$ cat src/rtl/alu_operand_stage.sv
// ALU operand stage: each channel takes one operand from a source select
// (zero, PC, PC+4, register, immediate forms, or the shared XMM fixed-point
// value converted to fp32). Handshakes on both sides are valid/ready: a
// transfer happens on a rising clock edge where valid and ready are both
// high, and valid is never withdrawn before that edge.
// The fp32 converter normalises one bit per cycle and is shared by all
// channels. The FSM state is exported on dbg_state.
module alu_operand_stage #(
    parameter int NUM_PORTS = 2,
    parameter int XS_WIDTH  = 64,
    parameter int FRAC_BITS = 15
) (
    input  logic                      clk,
    input  logic                      reset,
    input  logic                      in_valid,
    output logic                      in_ready,
    input  logic [3*NUM_PORTS-1:0]    src,
    input  logic [31:0]               instr_addr,
    input  logic [31:0]               instr,
    input  logic [32*NUM_PORTS-1:0]   rs_data,
    input  logic [XS_WIDTH-1:0]       xs_data,
    output logic                      out_valid,
    input  logic                      out_ready,
    output logic [32*NUM_PORTS-1:0]   data,
    output logic                      busy,
    output logic [1:0]                dbg_state
);

    if (NUM_PORTS < 1 || NUM_PORTS > 4) begin : g_bad_num_ports
        $error("alu_operand_stage: NUM_PORTS must be in 1..4");
    end
    if (127 + XS_WIDTH - 1 - FRAC_BITS > 254 || 127 - FRAC_BITS < 1) begin : g_bad_exp_range
        $error("alu_operand_stage: XS_WIDTH/FRAC_BITS put the fp32 exponent out of range");
    end

    // Exponent of an operand whose leading one sits in the MSB position.
    localparam logic [7:0] EXP_INIT = 8'(127 + XS_WIDTH - 1 - FRAC_BITS);

    typedef enum logic [1:0] {
        ST_IDLE = 2'd0,
        ST_NORM = 2'd1,
        ST_DONE = 2'd2
    } state_t;

    state_t                    r_state;
    state_t                    w_next_state;
    logic [32*NUM_PORTS-1:0]   r_data;
    logic [NUM_PORTS-1:0]      r_sel110;
    logic                      r_sign;
    logic [XS_WIDTH-1:0]       r_mag;
    logic [7:0]                r_exp;

    logic [32*NUM_PORTS-1:0]   w_next_data;
    logic [NUM_PORTS-1:0]      w_sel110;
    logic                      w_accept;
    logic                      w_conv;
    logic [XS_WIDTH-1:0]       w_abs;
    logic [XS_WIDTH+21:0]      w_mant_ext;
    logic [22:0]               w_mant;
    logic [31:0]               w_fp32;
    logic                      w_unused_instr;

    // The low opcode bits never reach an operand.
    assign w_unused_instr = ^instr[6:0];

    assign w_accept = in_valid && in_ready;
    // A conversion is only needed when some channel wants it and the value
    // is nonzero; zero goes straight to DONE as +0.0.
    assign w_conv   = (|w_sel110) && (|xs_data);
    // Two's-complement magnitude; the most negative value maps to 2^(W-1).
    assign w_abs    = xs_data[XS_WIDTH-1] ? (~xs_data + 1'b1) : xs_data;

    // Mantissa is the 23 bits just below the (now normalised) leading one;
    // zero fill on the right covers narrow operands, truncation rounds
    // toward zero.
    assign w_mant_ext = {r_mag[XS_WIDTH-2:0], 23'd0};
    assign w_mant     = 23'(w_mant_ext >> (XS_WIDTH - 1));
    assign w_fp32     = {r_sign, r_exp, w_mant};

    assign data      = r_data;
    assign dbg_state = r_state;

    // Per-channel operand mux; 110 channels are zero until the converter finishes.
    always_comb begin
        w_next_data = '0;
        w_sel110    = '0;
        for (int k = 0; k < NUM_PORTS; k++) begin
            case (src[3*k +: 3])
                3'b000:  w_next_data[32*k +: 32] = 32'd0;
                3'b001:  w_next_data[32*k +: 32] = instr_addr + 32'd4;
                3'b010:  w_next_data[32*k +: 32] = instr_addr;
                3'b011:  w_next_data[32*k +: 32] = rs_data[32*k +: 32];
                3'b100:  w_next_data[32*k +: 32] = {{20{instr[31]}}, instr[31:20]};
                3'b101:  w_next_data[32*k +: 32] = {instr[31:12], 12'd0};
                3'b110: begin
                    w_sel110[k]              = 1'b1;
                    w_next_data[32*k +: 32]  = 32'd0;
                end
                default: w_next_data[32*k +: 32] = {{20{instr[31]}}, instr[31:25], instr[11:7]};
            endcase
        end
    end

    // State register.
    always_ff @(posedge clk or posedge reset) begin
        if (reset) begin
            r_state <= ST_IDLE;
        end else begin
            r_state <= w_next_state;
        end
    end

    // Next-state and handshake outputs.
    always_comb begin
        w_next_state = r_state;
        in_ready     = 1'b0;
        out_valid    = 1'b0;
        busy         = 1'b0;
        case (r_state)
            ST_IDLE: begin
                in_ready = 1'b1;
                if (in_valid) begin
                    w_next_state = w_conv ? ST_NORM : ST_DONE;
                end
            end
            ST_NORM: begin
                busy = 1'b1;
                if (r_mag[XS_WIDTH-1]) begin
                    w_next_state = ST_DONE;
                end
            end
            ST_DONE: begin
                out_valid = 1'b1;
                in_ready  = out_ready;
                if (out_ready) begin
                    if (in_valid) begin
                        w_next_state = w_conv ? ST_NORM : ST_DONE;
                    end else begin
                        w_next_state = ST_IDLE;
                    end
                end
            end
            default: w_next_state = ST_IDLE;
        endcase
    end

    // Datapath: capture on accept, normalise in NORM, then drop the fp32 result into every 110 channel.
    always_ff @(posedge clk or posedge reset) begin
        if (reset) begin
            r_data   <= '0;
            r_sel110 <= '0;
            r_sign   <= 1'b0;
            r_mag    <= '0;
            r_exp    <= 8'd0;
        end else if (w_accept) begin
            r_data   <= w_next_data;
            r_sel110 <= w_sel110;
            r_sign   <= xs_data[XS_WIDTH-1];
            r_mag    <= w_abs;
            r_exp    <= EXP_INIT;
        end else if (r_state == ST_NORM) begin
            if (!r_mag[XS_WIDTH-1]) begin
                r_mag <= r_mag << 1;
                r_exp <= r_exp - 8'd1;
            end else begin
                for (int k = 0; k < NUM_PORTS; k++) begin
                    if (r_sel110[k]) begin
                        r_data[32*k +: 32] <= w_fp32;
                    end
                end
            end
        end
    end

endmodule

$ cat config.mk
export PLATFORM = sky130hd
export DESIGN_NAME = alu_operand_stage
export DESIGN_NICKNAME = d
export VERILOG_FILES = /design/src/rtl/alu_operand_stage.sv
export SDC_FILE = /design/constraint.sdc
export NUM_CORES = 1
export LEC_CHECK = 0
export ABC_AREA = 1
export CAP_MARGIN = 20
export CELL_PAD_IN_SITES_DETAIL_PLACEMENT = 1
export CELL_PAD_IN_SITES_GLOBAL_PLACEMENT = 1
export CORE_MARGIN = 1
export CORE_UTILIZATION = 35
export CTS_CLUSTER_DIAMETER = 80
export DETAILED_ROUTE_END_ITERATION = 8
export PLACE_DENSITY_LB_ADDON = 0.3
export REMOVE_ABC_BUFFERS = 1
export SLEW_MARGIN = 20
export SYNTH_ARGS = -nofsm -noshare
export SYNTH_HDL_FRONTEND = slang
export SYNTH_SLANG_ARGS = --single-unit
export TNS_END_PERCENT = 50
$ cat constraint.sdc
create_clock -name clk -period 5.6 [get_ports clk]
set_input_delay 1.12 -clock clk [delete_from_list [all_inputs] [get_ports clk]]
set_output_delay 1.12 -clock clk [all_outputs]
set_load 0.005 [all_outputs]
======== Word-level counts from Yosys, hierarchy flattened ========
Index checks and enable logic that the tools add are counted.
operators by class
  $add $sub $neg .......................... 3
  $mul .................................... 0
  equality and inequality tests ........... 18
  bitwise gates (word level) .............. 1
  divide/modulo/power cells ............... 0
  reduce and logical (&&, ||, !) cells .... 17
  shift operators ......................... 0
  multiplexer cells ....................... 25
  order comparisons ....................... 0
operators with widths
  operator               number
  $mux 64                7
  $pmux 32 s6            2
  $add 64x1->64 const B  1
  $mux 32                2
  $not 64->64            1
  $reduce_or 64->1       1
  $add 32x3->32 const B  1
  $mux 8                 3
  $eq 3x3->1 const B     6
  $eq 3x2->1 const B     4
  $mux 2                 5
  $reduce_and 3->1       3
  $reduce_bool 2->1      4
  $sub 8x1->8 const B    1
  $eq 3x1->1 const B     2
  $logic_not 3->1        2
  $ne 2x2->1 const B     3
  $pmux 2 s3             1
  $reduce_or 2->1        3
  $mux 1                 4
  $eq 2x1->1 const B     1
  $eq 2x2->1 const B     1
  $logic_and 1x1->1      2
  $logic_not 2->1        1
  3 further kinds        3
word-level totals
  memories ................................ 0
  latch bits .............................. 0
  bits of input ports ..................... 202
  ROM bits ................................ 0
  bits in writable memories ............... 0
  register bits after elaboration ......... 141

======== Depth between registers and ports, before layout ========
Gate-level depths: netlist of run 1.
  word-level depth ........................ 8
  mapped depth ............................ 13
  mapped depth without buffers ............ 13

======== Worst setup path after synthesis of run 1 ========
No wires, ideal clock.
  path type ............................... input-to-reg
  start point ............................. input xs_data[0]
  end point ............................... register r_mag[32]
  path slack .............................. 3063 ps
  data arrival time ....................... 2415 ps
  data required time ...................... 5478 ps
  path buffers ............................ 0
  cell stages on the path ................. 10
  cell sequence ........................... inv_1 ha_1 nand2_1 nor2_2 nand2_1 nor2_4 nor2_1 or2_2 nand3_1 a21oi_1
between the ends
  cells in the longest elaborated chain, start to end .. 4
RTL lines
  what                  line  RTL
  start, declared       21    input logic [XS_WIDTH-1:0] xs_data,
  $not 64->64           71    assign w_abs = xs_data[XS_WIDTH-1] ? (~xs_data + 1'b1) : xs_data;
  $add 64x1->64         71
  $mux 64               71
  $mux 64               155   end else if (w_accept) begin
  end signal, assigned  159   r_mag <= w_abs;
  end signal, assigned  163   r_mag <= r_mag << 1;
  end, declared         50    logic [XS_WIDTH-1:0] r_mag;
No other way between the ends.
A chain may end at the register's enable or synchronous reset.

======== Worst setup path in the final report of run 1 ========
  start point ............................. input out_ready
  end point ............................... register r_data[31] (netlist: data[31])
between the ends
  cells in the longest elaborated chain, start to end .. 4
  elaborated cells between the ends (all ways) .. 7
RTL lines
  what                                line  RTL
  start, declared                     23    input logic out_ready,
  $pmux 1 s2 *                        119   case (r_state)
  $logic_and 1x1->1 *                 66    assign w_accept = in_valid && in_ready;
  $reduce_bool 2->1 (no source line)  -
  $reduce_and 3->1 (no source line)   -
  end signal, assigned                156   r_data <= w_next_data;
  end signal, assigned by index       168   r_data[32*k +: 32] <= w_fp32;
  end, declared                       47    logic [32*NUM_PORTS-1:0] r_data;
Every way passes the cells marked *; elsewhere a longest branch is shown, timed or not.

==> results of run 1 <==
[power groups by stage]
stage	registers (mW)	clock network (mW)	logic (mW)
2_1_floorplan	1.75	0	1.17
3_3_place_gp	1.82	0	2.32
3_5_place_dp	1.84	0	2.39
4_1_cts	1.83	1.27	2.40
5_1_grt	1.87	1.30	2.63
6_report	1.83	1.25	2.40
[worst max-delay path, cell delays in order]
cell	delay, ns
clkdlybuf4s50_1	0.41
inv_1	0.12
a21oi_4	0.08
nand2_4	0.50
inv_4	0.34
nor2_4	0.51
a21oi_2	0.09
inv_2	0.20
nor2_4	0.05
inv_2	0.57
nor2_1	0.08
a21oi_1	0.20
[flip-flops by register name, indices dropped and copies added, names as in the netlist]
signal / flops
data: 64
r_mag: 64
r_exp: 8
dbg_state: 2
r_sel110: 2
r_sign: 1
[placed cells by master (no fill, tap or decap), types with 17 or more instances in the layout]
| cell | netlist | final |
|---|---|---|
| a211oi_1 | 38 | 38 |
| a21oi_1 | 130 | 130 |
| clkbuf_16 | 0 | 17 |
| clkdlybuf4s50_1 | 0 | 262 |
| dfrtp_1 | 141 | 141 |
| inv_1 | 172 | 169 |
| nand2_1 | 450 | 450 |
| nand3_1 | 186 | 186 |
| nor2_1 | 389 | 388 |
| o21ai_0 | 93 | 93 |
| o22ai_1 | 22 | 22 |
[per-stage QoR]
step | instance area [sq um] | total power [mW] | std cells | setup WS (ns) | hold WS (ns)
5_1_grt | 14800 | 5.80 | 2486 | 1.51 | 0.519
3_5_place_dp | 14200 | 4.23 | 2452 | 1.25 | 0.484
2_1_floorplan | 10900 | 2.91 | 1775 | 0.699 | 0.448
3_3_place_gp | 14200 | 4.13 | 2452 | 1.36 | 0.464
4_1_cts | 14800 | 5.50 | 2484 | 1.70 | 0.499
6_report | 14800 | 5.48 | 2486 | 1.65 | 0.492
[path summary, 6_finish.rpt]
path / start / end / slack (ns) / cells after the start
max reg2reg: dbg_state[0]$_DFFE_PP0P_ / data[31]$_DFFE_PP0P_ / 2.39 / 10
min reg2reg: r_exp[0]$_DFFE_PP0P_ / r_exp[0]$_DFFE_PP0P_ / 0.49 / 2
min in group asynchronous: reset / data[34]$_DFFE_PP0P_ / 1.17 / 2
min: r_exp[0]$_DFFE_PP0P_ / r_exp[0]$_DFFE_PP0P_ / 0.49 / 2
max: out_ready / data[31]$_DFFE_PP0P_ / 1.65 / 12
max in group asynchronous: reset / r_mag[38]$_DFFE_PP0P_ / 3.38 / 3
[logic make-up after synthesis]
group	after synthesis	share of synthesized area [%]
DFF	141	31.2
xor gates and xnor gates	21	1.63
adders and majority gates	3	0.332
AOI/OAI and AO/OA	340	17.4
muxes	8	0.708
and+or+nand+nor	1083	39.6
buffers and inverters	261	9.16
[per-layer routing]
layer	up-vias	track usage [%]	wire, um
met5	-	0	0
met3	95	4.69	3230
met4	0	12.6	1780
met1	6870	42.5	23500
met2	555	55.3	25400
li1	6495	-	-
[cell type report]
class                   instances  area, sq um
repair buffers                277         2770
fillers                      4226        16800
clock inverters                13          163
multi-input cells            1455         6750
flip-flops and latches        141         3530
clock buffers                  19          453
inverters                     179          679
well taps                     402          503
==> metrics, run 1 <==
worst-skew pair later-pin latency 0.46 ns; post-synth top area cell dfrtp_1; Buffers on Ports 263; IO Pins between 200 and 300; gr ovfl total 0; register area share after synthesis 31.2%; maxcap violations 0; hpwl dp 40.2 mm; Initial Util 35.7%; net switching power roughly 2.2 mW; vias in the first global route ~14000; Hold WC Path Type flop to flop; Die X-Extent 182 um; core box area 31600 sq um; post-DR vias/cell 5.64; die height 182 um; final setup fails 0; asr flop ratio synth 100%; count leader, synth nand2_1; setup TNS 0 ns; kind of critical path input port to flop; design internal power 3.25 mW; outcome completed; slew margin rel. about a quarter; Max rail drop VDD 0.000239 V; Mapped Avg Cell Area 6.09 sq um; min Tclk post-route 3.95 ns; Netlist cell types 48; FMAX 253 MHz; Post-synth EDFFs 0; via count 14015; CP max FO 53; n_diodes 0; CP required ~6.0 ns; Leak roughly 6.5 nW; WL per Instance 21.7 um; initial antenna violation count 0; Worst setup SP type input port; largest net degree at the start of global routing 90; post-synth top area share 31.2%; endpoint class of the critical path flop; drt pass-1 iters 5; post-route clock period utilization 70.5%; Power Density 369 nW/um^2; die area 33000 sq um; post-layout util 46.9%; post-synthesis cell count about 1900; fraction of layout cells with a size suffix above 1 under 10%; Clock Skew 0.00841 ns; H-Tree Depth 4; Yosys reg bits 141; first-pass GRT wire length 82.1 mm; drt drc 0; TritonCTS clock tree done; part of the power in the clock network 22.8%; CTS Hold Bufs 0; synth top area cells dfrtp_1, nand2_1, nor2_1; Comb power frac 43.9%; Post-synth top cells nand2_1, nor2_1, nand3_1, inv_1, dfrtp_1; Clock Path Buffers 2; antenna viol nets, final 0; Rows 65; final wirelength 53.9 mm; Slew Viols, Final 0; P&R area growth vs syn 31.3%; Final Net Count ~2300; CTS Buf Count 17; clock sink count around 140; Ys Warns 0; gr usage total 32.9%; CTS resizes 0; sequential power share 33.4%; Fin. Hold Viols 0; clock root cell clkbuf_16; Cell Area, Synth 11300 sq um; arrival time at the worst endpoint 4.32 ns; routability-driven placement congestion ratio 0.961; DR iter-0 viols 1213; RSZ-0062 raised after global routing no; post-CTS setup buffer count 0; most common flop cell mapped by yosys dfrtp_1; Switching Fraction 40.7%; CTS clk-pin slew, worst paths 0.06 ns; slew at the pin closest to its max-slew limit 1.13 ns
(Power assumes the default switching activity.)
==> run 2, diff against run 1 <==
- clock period: 5.6 -> 3.92 ns (I/O delays scaled with it)
==> run 2 against run 1 <==
  * Setup slack got worse by 0.64 ns
  * Critical path depth decreased by 1
  * Sequential share of layout area shrank 0.078 points
  * Register-to-register slack got worse by 1.4 ns
  * Count of clock-buffer cells in the layout down 1
  * Clock power grew 32%
  * Routed wire length rose by 0.57%
  * Power is 41% higher
  * Global-route usage grew 0.26 points
==> metrics, run 2 (synthesized netlist as in run 1, its figures left out) <==
setup TNS 0 ns (unchanged); min Tclk post-route 2.90 ns; RSZ-0062 raised after global routing no; die height 182 um (unchanged); gr ovfl total 0 (unchanged); CTS resizes 0 (unchanged); H-Tree Depth 4 (unchanged); gr usage total 33.1% (+0.26 points); Post-Place Cells 2468 (+0.65%); largest net degree at the start of global routing 109 (+21%); antenna viol nets, final 0 (unchanged); CTS clk-pin slew, worst paths 0.06 ns (about the same); Worst R2R End r_mag[46]$_DFFE_PP0P_; Clock Path Buffers 2 (unchanged); fill cell count 4226 (unchanged); Final Net Count 2290 (+0.62%); Slew Viols, Final 0 (unchanged); WL per Instance 21.7 um (about the same); endpoint class of the critical path flop; via count 14138 (+0.88%); Fin. Hold Viols 0 (unchanged); Worst setup SP type input port; FF-to-FF setup slack 1.04 ns (-1.35 ns); routability-driven placement congestion ratio 0.984 (+2.4%); CTS Buf Count 17 (unchanged); maxcap violations 0 (unchanged); n_diodes 0 (unchanged); multi-input logic area 6740 sq um (about the same); Max rail drop VDD 0.000366 V (+53%); slew margin rel. 29.0% (+4.9 points); vias in the first global route 14521 (+3.0%); TritonCTS clock tree done; CTS Hold Bufs 0 (unchanged); Power Density 518 nW/um^2 (+40%); Hold WC Path Type flop to flop; hpwl dp 40.8 mm (+1.5%); core box area 31600 sq um (unchanged); fraction of layout cells with a size suffix above 1 4.24% (+0.55 points); final wirelength 54.2 mm (+0.57%); final non-filler cell total 2500 (+0.56%); FF/Latch Area 3530 sq um (unchanged); Buffers on Ports 263 (unchanged); most frequent cells in the layout nand2_1, nor2_1, clkdlybuf4s50_1; worst-skew pair later-pin latency 0.45 ns (about the same); final setup fails 0 (unchanged); post-DR vias/cell 5.66 (+0.31%); commonest non-fill, non-tap cell in the layout nand2_1; hold path startpoint r_sign$_DFFE_PP0P_; initial antenna violation count 0 (unchanged); Leak 6.58 nW (+0.72%); FMAX 344 MHz; Rows 65 (unchanged); Initial Util 35.7% (unchanged); Clock Skew 0.0101 ns (+0.00165 ns); outcome completed; DR iter-0 viols 1087 (-10%); kind of critical path input port to flop; slew at the pin closest to its max-slew limit 1.06 ns (-0.0761 ns); post-route clock period utilization approximately three quarters; Worst Hold Path Cells 2 (unchanged); drt pass-1 iters 7 (+2); die area 33000 sq um (unchanged); first-pass GRT wire length 83.9 mm (+2.2%); clock sink count 141 (unchanged); R2R Path Start dbg_state[0]$_DFFE_PP0P_; P&R area growth vs syn 31.8%; IO Pins 271 (unchanged); CP required 4.24 ns (-1.73 ns); drt drc 0 (unchanged); Cell Area, Placed 14300 sq um (+1.1%); clock root cell clkbuf_16; post-layout util 47.1% (+0.15 points); post-CTS setup buffer count 0 (unchanged); arrival time at the worst endpoint 3.23 ns (-1.09 ns); Final Instance Area 14900 sq um (+0.33%); Die X-Extent 182 um (unchanged); worst r2r path cells 5 (-5); CP max FO 46 (-13%); hold endpoint r_sign$_DFFE_PP0P_
## run 2: cell count changes in the layout (fill, tap and decap cells not counted), moves of 2 or more
cell / before / now
clkinv_2: 3 / 1
buf_12: 1 / 4
clkbuf_8: 2 / 0
inv_6: 3 / 6
buf_4: 11 / 24
bufinv_16: 3 / 0
inv_8: 0 / 4
## run 2: layout make-up
type / count / share of cell area (%)
Sequential cell: 141 / 23.7
Clock inverter: 14 / 0.840
Tap cell: 402 / 3.38
Clock buffer: 18 / 2.88
Inverter: 179 / 4.56
Timing Repair Buffer: 291 / 19.4
Multi-Input combinational cell: 1455 / 45.3
## run 2: worst max-delay path: stages
cell and delay, ns:
clkdlybuf4s50_1 0.45, inv_1 0.07, a21oi_4 0.16, nand2_4 0.10, inv_4 0.10, buf_4 0.45
nor2_2 0.15, nor2_8 0.29, inv_2 0.34, nor2_1 0.21, a21oi_1 0.10
## run 2: per-layer routing
layer / GRT usage (%) / vias up / part of all wire (%)
li1: - / 6523 / -
met1: 42.5 / 6934 / 43
met2: 56.3 / 584 / 47
met3: 4.91 / 97 / 6.7
met4: 12.1 / 0 / 3.1
met5: 0 / - / 0
## run 2: report_power, final
group	internal [mW]	total (mW)	switching (mW)	leakage (nW)
registers	2.14	2.62	0.480	1.60
clock network	0.837	1.65	0.808	0.266
logic	1.48	3.45	1.97	4.71
## run 2: worst max path at each step
| stage | from | to | slack (ns) | depth (start not counted) |
|---|---|---|---|---|
| 5_1_grt | dbg_state[0]$_DFFE_PP0P_ | r_mag[46]$_DFFE_PP0P_ | 0.82 | 5 |
| 2_1_floorplan | reset | data[0]$_DFFE_PP0P_ | -0.65 | 1 |
| 4_1_cts | out_ready | data[47]$_DFFE_PP0P_ | 1.02 | 11 |
| 3_5_place_dp | out_ready | data[59]$_DFFE_PP0P_ | 0.58 | 11 |
| 6_report | out_ready | data[47]$_DFFE_PP0P_ | 1.02 | 11 |
| 3_3_place_gp | out_ready | data[59]$_DFFE_PP0P_ | 0.65 | 11 |
## run 2: metrics by stage
step,power (mW),hold slack [ns],setup slack (ns)
after global routing,8.21,0.507,0.819
after floorplan,4.16,0.448,-0.645
final,7.71,0.490,1.02
after detailed placement,6.09,0.480,0.579
after CTS,7.75,0.497,1.02
after global placement,5.94,0.466,0.651
==> run 3, diff against run 2 <==
- clock period: 3.92 -> 3 ns (I/O delays scaled with it)
==> run 3 against run 2 <==
  * Sequential cell count stayed put
  * Core utilization grew 0.93 points
  * Clock power rose by 35%
  * Clock skew up 0.0018 ns
  * Critical path type unchanged
  * Register-to-register slack got worse by 0.40 ns
==> metrics, run 3 (synthesized netlist as in run 1, its figures left out) <==
outcome completed; final setup fails 0 (unchanged); post-DR vias/cell 5.64 (-0.31%); pre-CTS setup slack -0.0280 ns (-0.607 ns); die area 33000 sq um (unchanged); destination of the critical timing path data[55]$_DFFE_PP0P_; FF-to-FF setup slack 0.64 ns (-0.40 ns); IO Pins 271 (unchanged); sequential power share 33.5% (-0.5 points); Die X-Extent 182 um (unchanged); CP Buf/Inv Count 5 (unchanged); CTS resizes 0 (unchanged); worst-skew pair later-pin latency 0.46 ns (about the same); Switching Fraction 40.7% (-1.6 points); min Tclk post-route 2.57 ns; commonest non-fill, non-tap cell in the layout nand2_1; Final Net Count 2319 (+1.3%); Max rail drop VDD 0.000429 V (+17%); worst-path cell chain clkdlybuf4s50_1 > inv_1 > a21oi_4 > nand2_4 > inv_4 > nor2_4 > a21oi_2 > inv_2 > nor2_8 > inv_2 > nor2_1 > a21oi_1; most frequent cells in the layout nand2_1, nor2_1, clkdlybuf4s50_1; gr usage total 33.6% (+0.48 points); net switching power 4.16 mW (+28%); FMAX 389 MHz; gr ovfl total 0 (unchanged); Hold WC Path Type flop to flop; Clock Skew 0.0119 ns (+0.00180 ns); RSZ-0062 raised after global routing no; die height 182 um (unchanged); antenna viol nets, final 0 (unchanged); CP max-delay cell inv_2; slew at the pin closest to its max-slew limit 0.747 ns (-0.311 ns); Clock Path Buffers 2 (unchanged); hpwl dp 42.2 mm (+3.3%); clock sink count 141 (unchanged); CP top delay family buffers and inverters; Cell Area, Placed 14600 sq um (+1.9%); Initial Util 35.7% (unchanged); design internal power 6.07 mW (+36%); Worst R2R End data[55]$_DFFE_PP0P_; setup TNS 0 ns (unchanged); drt drc 0 (unchanged); n_diodes 0 (unchanged); final wirelength 54.7 mm (+1.0%); Rows 65 (unchanged); Leak 6.76 nW (+2.7%); final worst setup slack 0.432 ns (-0.585 ns); first-pass GRT wire length 84.6 mm (+0.88%); Comb power frac 44.7% (about the same); final non-filler cell total 2527 (+1.1%); worst r2r path cells 10 (+5); Final Instance Area 15200 sq um (+2.0%); Setup crit start out_ready; CTS clk-pin slew, worst paths 0.07 ns (about the same); R2R Path Start dbg_state[0]$_DFFE_PP0P_; CP required 3.37 ns (-0.87 ns); P&R area growth vs syn 34.4%; H-Tree Depth 4 (unchanged); CP max FO 29 (-37%); DR iter-0 viols 1112 (+2.3%); endpoint class of the critical path flop; Power Density 674 nW/um^2 (+30%); post-route clock period utilization 85.6%; Power Total 10.2 mW (+33%); Slew Viols, Final 0 (unchanged); CTS Hold Bufs 0 (unchanged); TritonCTS clock tree done; Fin. Hold Viols 0 (unchanged); Critical Path Max Stage Delay 0.55 ns (+0.10 ns); maxcap violations 0 (unchanged); part of the power in the clock network 21.8% (+0.5 points); initial antenna violation count 0 (unchanged); Buffers on Ports 263 (unchanged); Worst setup SP type input port; drt pass-1 iters 7 (unchanged); Worst path depth 12 (+1); CP dominant cell by count inv_2; fraction of layout cells with a size suffix above 1 5.51% (+1.3 points); arrival time at the worst endpoint 2.94 ns (-0.29 ns); routability-driven placement congestion ratio 0.986 (+0.20%); CTS Buf Count 17 (unchanged); core box area 31600 sq um (unchanged); clock root cell clkbuf_16; vias in the first global route 14803 (+1.9%); Min Hold Slack 0.495 ns (+0.00418 ns); WL per Instance 21.7 um (about the same); post-layout util 48.0% (+0.93 points); post-CTS setup buffer count 0 (unchanged); Post-Place Cells 2497 (+1.2%); via count 14247 (+0.77%); slew margin rel. 50.1% (+21 points); largest net degree at the start of global routing 109 (unchanged); Worst Hold Path Cells 2 (unchanged); kind of critical path input port to flop
[run 3: cell type report]
class	count	area, sq um
Clock buffer	20	467
Clock inverter	10	115
Fill cell	4182	16400
Inverter	179	679
Multi-Input combinational cell	1455	6740
Sequential cell	141	3530
Tap cell	402	503
Timing Repair Buffer	320	3160
[run 3: worst min-delay path by stage]
stage / start / to / slack [ns]
after floorplan: r_sign$_DFFE_PP0P_ / r_sign$_DFFE_PP0P_ / 0.45
after detailed placement: r_mag[14]$_DFFE_PP0P_ / r_mag[14]$_DFFE_PP0P_ / 0.48
after global placement: r_sign$_DFFE_PP0P_ / r_sign$_DFFE_PP0P_ / 0.47
final: r_exp[7]$_DFFE_PP0P_ / r_exp[7]$_DFFE_PP0P_ / 0.49
after global routing: r_mag[14]$_DFFE_PP0P_ / r_mag[14]$_DFFE_PP0P_ / 0.52
after CTS: r_exp[7]$_DFFE_PP0P_ / r_exp[7]$_DFFE_PP0P_ / 0.50
[run 3: metal layers]
layer	GRT usage (%)	up-vias	wire, um
met5	0	-	0
met4	13.2	0	1800
met3	5.66	106	3970
met2	57.2	654	26200
met1	42.3	6920	22800
li1	-	6567	-
[run 3: tightest hold or removal path, stage by stage (launching register included)]
cell and delay (ns):
dfrtp_1 0.34, o21ai_1 0.06, nand3_1 0.06
[run 3: power by group through the flow]
stage	Clock, mW	Combinational, mW	Sequential, mW
floorplan	0	2.18	3.26
global placement	0	4.40	3.42
detailed placement	0	4.56	3.46
CTS	2.27	4.58	3.43
global route	2.32	5.03	3.52
finish	2.23	4.58	3.42
